$ cat src/rtl/tdm_demux.sv
// tdm_demux: receive side of a time-division multiplexed link.
// Collects one word per valid beat into a shadow frame, aligned on frame_sync,
// and publishes each complete frame onto y in a single edge. Framing faults
// (sync arriving early, or missing where slot 0 is expected) pulse sync_err
// and never reach y.
module tdm_demux #(
  parameter  int WIDTH = 1,
  parameter  int NCH   = 4,
  localparam int SW    = (NCH > 1) ? $clog2(NCH) : 1
) (
  input  logic                 clk,
  input  logic                 rst_n,
  input  logic [WIDTH-1:0]     din,
  input  logic                 din_valid,
  input  logic                 frame_sync,
  output logic [NCH*WIDTH-1:0] y,
  output logic                 y_valid,
  output logic [SW-1:0]        slot,
  output logic                 locked,
  output logic                 sync_err
);

  typedef enum logic {
    ST_HUNT   = 1'b0,
    ST_LOCKED = 1'b1
  } state_t;

  localparam logic [SW-1:0] SLOT_ZERO = {SW{1'b0}};
  localparam logic [SW-1:0] SLOT_ONE  = SW'(1);
  localparam logic [SW-1:0] SLOT_LAST = SW'(NCH - 1);

  state_t                    r_state;
  state_t                    w_state_nxt;
  logic [SW-1:0]             r_slot;
  logic [SW-1:0]             w_slot_nxt;
  // Slots 0..NCH-2 only; the last word goes straight from din into y.
  logic [(NCH-1)*WIDTH-1:0]  r_shadow;
  logic [NCH*WIDTH-1:0]      r_y;
  logic                      r_y_valid;
  logic                      r_sync_err;
  logic                      w_wr_en;
  logic [SW-1:0]             w_wr_idx;
  logic                      w_complete;
  logic                      w_err;
  logic [NCH*WIDTH-1:0]      w_frame;

  // Alignment state register.
  always_ff @(posedge clk or negedge rst_n) begin
    if (!rst_n) begin
      r_state <= ST_HUNT;
    end else begin
      r_state <= w_state_nxt;
    end
  end

  // Next-state, slot advance, shadow write select and error/complete decode.
  always_comb begin
    w_state_nxt = r_state;
    w_slot_nxt  = r_slot;
    w_wr_en     = 1'b0;
    w_wr_idx    = r_slot;
    w_complete  = 1'b0;
    w_err       = 1'b0;
    if (din_valid) begin
      case (r_state)
        ST_HUNT: begin
          if (frame_sync) begin
            w_wr_en     = 1'b1;
            w_wr_idx    = SLOT_ZERO;
            w_slot_nxt  = SLOT_ONE;
            w_state_nxt = ST_LOCKED;
          end else begin
            w_state_nxt = ST_HUNT;
          end
        end
        ST_LOCKED: begin
          if (frame_sync) begin
            // Early sync restarts the frame on this beat; partial data is abandoned.
            w_err      = (r_slot != SLOT_ZERO);
            w_wr_en    = 1'b1;
            w_wr_idx   = SLOT_ZERO;
            w_slot_nxt = SLOT_ONE;
          end else if (r_slot == SLOT_ZERO) begin
            w_err       = 1'b1;
            w_slot_nxt  = SLOT_ZERO;
            w_state_nxt = ST_HUNT;
          end else begin
            w_wr_en    = 1'b1;
            w_slot_nxt = r_slot + SLOT_ONE;
            w_complete = (r_slot == SLOT_LAST);
          end
        end
        default: begin
          w_state_nxt = ST_HUNT;
          w_slot_nxt  = SLOT_ZERO;
        end
      endcase
    end else begin
      w_state_nxt = r_state;
    end
  end

  // Assemble the outgoing frame: stored slots plus the completing beat on top.
  always_comb begin
    w_frame = {din, r_shadow};
  end

  // Slot counter, shadow storage and registered frame/pulse outputs.
  always_ff @(posedge clk or negedge rst_n) begin
    if (!rst_n) begin
      r_slot     <= SLOT_ZERO;
      r_shadow   <= {((NCH-1)*WIDTH){1'b0}};
      r_y        <= {(NCH*WIDTH){1'b0}};
      r_y_valid  <= 1'b0;
      r_sync_err <= 1'b0;
    end else begin
      r_slot     <= w_slot_nxt;
      r_y_valid  <= w_complete;
      r_sync_err <= w_err;
      if (w_complete) begin
        r_y <= w_frame;
      end
      for (int k = 0; k < NCH - 1; k++) begin
        if (w_wr_en && (w_wr_idx == SW'(k))) begin
          r_shadow[k*WIDTH +: WIDTH] <= din;
        end
      end
    end
  end

  assign y        = r_y;
  assign y_valid  = r_y_valid;
  assign slot     = r_slot;
  assign locked   = (r_state == ST_LOCKED);
  assign sync_err = r_sync_err;

endmodule

$ cat config.mk
export PLATFORM = sky130hd
export DESIGN_NAME = tdm_demux
export DESIGN_NICKNAME = d
export VERILOG_FILES = /design/src/rtl/tdm_demux.sv
export SDC_FILE = /design/constraint.sdc
export NUM_CORES = 1
export LEC_CHECK = 0
export BUFFER_PORTS_ARGS = -buffer_cell sky130_fd_sc_hd__buf_4
export CAP_MARGIN = 5
export CORE_AREA = 2 2 40 42
export DETAILED_ROUTE_END_ITERATION = 6
export DIE_AREA = 0 0 42 44
export GPL_TIMING_DRIVEN = 1
export PLACE_DENSITY = 0.69
export SETUP_SLACK_MARGIN = 0.2
export SKIP_LAST_GASP = 1
export SYNTH_ARGS = -nofsm -noshare
export SYNTH_HDL_FRONTEND = slang
export SYNTH_SLANG_ARGS = --single-unit
$ cat constraint.sdc
create_clock -name clk -period 1.7 [get_ports clk]
set_input_delay 0.255 -clock clk [delete_from_list [all_inputs] [get_ports clk]]
set_output_delay 0.255 -clock clk [all_outputs]
set_load 0.1 [all_outputs]
==> impl_metrics.yaml <==
final_layout:
  n_antenna_cell: 0
  drive_gt1_share_pct: 59.7
  num-nets-final: 77
  layout.cells.non_filler: 83
  area_growth_pct: 41.1
yosys:
  yosys_warnings: 0
  yosysSeqAreaShare_pct: 51.9
  synthDistinctLibCells: 19
  synth_top_area_share_pct: 51.9
  syn_avg_cell_area_um2: 12.8
  synthTopCellsByCount: "12 x dfrtp_1, 4 x ha_1, 4 x inv_1, 4 x mux2_4, 3 x mux2_2"
  synth_top_area_cell: "dfrtp_1"
  synth_cells: 45
  synth-edff-count: 0
  syn-num-nets: 54
  ys_ff_latch: 12
  syn-cell-area_um2: 578
  ys.flop_type: "dfrtp_1"
  yosysMostFrequentCell: "dfrtp_1"
  synthTopCellsByArea: "dfrtp_1 52%, mux2_4 10%, ha_1 8.7%"
  synthArstFlopShare_pct: 100
floorplan:
  io-pin-count: 14
  start_util_pct: 40.7
  die_w_um: 42
  dieArea_um2: 1850
  core-area_um2: 1420
  die_y_um: 44
  fp-row-count: 14
routing:
  met3_length_um: 75
  routed.top_layer: "met3"
  drtIter0Drc: 3
  drcViolationCount: 0
  avgRoutedWirePerCell_um: 13.8
  detail-route-antenna-nets: 0
  wl_met1_um: 485
  dr.pass1.iters: 4
  vias_per_cell: 5.01
  via_count: 416
  drt-total-wl_um: 1140
  dr_wl_met2_um: 583
timing:
  fin_worst_skew_ns: 0.00426
  relSlewSlack_pct: 81.6
  max_clock_freq_mhz: 677
  finalHoldViolCount: 0
  setup_tns_ns: 0
  drv_slew: 0
  worstMarginPinSlew_ns: 0.279
  period_needed_ns: 1.48
  final.period_utilization_pct: 86.9
  setup_viol: 0
  rsz0062_at_grt: "true"
hold_path:
  worstHoldPathType: "in -> reg"
  min_path_cells: 2
  hp-start: "din_valid"
  min_to: "locked$_DFFE_PN0P_"
placement:
  gp_congestion: 0.707
  io_buffers: 13
  hpwlAfterDp_um: 810
  place_inst: 73
clock_tree:
  cts_sinks: 12
  cts_root_buf: "clkbuf_4"
  cts_inserted_buffers: 3
  clk_pin_slew_ns: 0.08
  insertion_delay_ns: 0.27
  clockBufferDepth: 2
  ctsHtreeMaxLevel: 1
  cts_tree: "done"
  cts_resized: 0
setup_path:
  crit_arrival_ns: 1.63
  required_ns: 1.85
  reg2reg_depth: 6
  critPathCaptureType: "flop"
  critPathSlowestCell: "dfrtp_4"
  path_max_fanout: 4
  reg2reg_from: "slot[1]$_DFFE_PN0P_"
  critPathKind: "reg -> reg"
  cpMostUsedCell: "ha_4"
  slowest_delay_ns: 0.50
  r2r_slack_ns: 0.22
  timing.rr.end: "r_shadow[0]$_DFFE_PN0P_"
  crit_start: "slot[1]$_DFFE_PN0P_"
  worstPathCellList: "inv_4 > ha_4 > ha_4 > nand2_1 > o211ai_1 > mux2_2"
  cp-start-kind: "flop"
grt:
  antenna_found_initial: 0
  grt_pass1_wl_um: 1800
  grt_max_degree: 13
  grt-ovfl-total: 0
  grt.total_usage_pct: 13.7
  grt_pass1_vias: 397
status:
  status: "complete, no violations"
flow_run:
  cap_violations: 0
==> routing by layer <==
metal | vias up | track usage, %
li1 | 202 | -
met1 | 202 | 15.6
met2 | 12 | 22.2
met3 | 0 | 5.42
met4 | 0 | 7.74
met5 | - | 0
==> cell usage in the layout, fill, tap and decap left out, types with 2 or more instances in the layout <==
cell,instances
buf_4,18
dfrtp_1,9
mux2_4,4
mux2_2,3
clkbuf_4,3
dfrtp_4,3
inv_4,2
inv_1,2
nand2_1,2
nor2_1,2
a21oi_1,2
nor4_2,2
ha_4,2
ha_1,2
==> timing repair <==
action / 4_1_cts / 5_1_grt
hold buffers: 1 / 0
setup endpoints to repair: 3 / 3
buffers inserted: 2 / 3
endpoints found under the hold margin: 12 / 0
==> worst max-delay path by stage <==
stage                                    to  depth (start not counted)
global placement    r_shadow[2]$_DFFE_PN0P_                          5
CTS                 r_shadow[0]$_DFFE_PN0P_                          6
global route        r_shadow[0]$_DFFE_PN0P_                          6
detailed placement  r_shadow[0]$_DFFE_PN0P_                          6
finish              r_shadow[0]$_DFFE_PN0P_                          6
floorplan           r_shadow[2]$_DFFE_PN0P_                          5
==> sequential cells by signal, summed over array words and instances, names as in the netlist <==
register / cells
y_valid: 1
r_shadow: 3
locked: 1
y: 4
sync_err: 1
slot: 2
==> worst max-delay path: cells and delay by family (launching register included) <==
family	cells	cell delay [ns]
compound gates	1	0.09
simple gates	1	0.05
mux	1	0.35
buf+inv	1	0.07
fa+ha+maj	2	0.29
flops	1	0.50
==> cell type report <==
cell class	instances	area [um2]
Multi-Input combinational cell	28	293
Inverter	4	20.0
Clock buffer	4	26.3
Fill cell	124	603
Tap cell	16	20.0
Sequential cell	12	312
Timing Repair Buffer	19	145
==> per-stage QoR <==
step	area (um2)	hold WS, ns	util [%]	setup WS (ns)
final	816	0.243	57.5	0.223
after detailed placement	742	0.102	52.3	0.196
after global routing	816	0.220	57.5	0.172
after CTS	793	0.239	55.9	0.225
after global placement	742	0.104	52.3	0.220
after floorplan	636	-0.0406	-	0.0618
==> cells by family (layout without fill, tap and decap cells) <==
logic type	Yosys count	in the layout	synth area share, %
AND/OR/NAND/NOR	10	10	11.5
adder cells (fa/ha/maj)	4	4	8.66
buffers and inverters	5	27	3.90
AO/OA/AOI/OAI	7	7	7.79
multiplexers	7	7	16.2
flip-flops	12	12	51.9
Power is not shown: default switching activity piles up to over one toggle a cycle in this logic, so the estimate is an artifact.
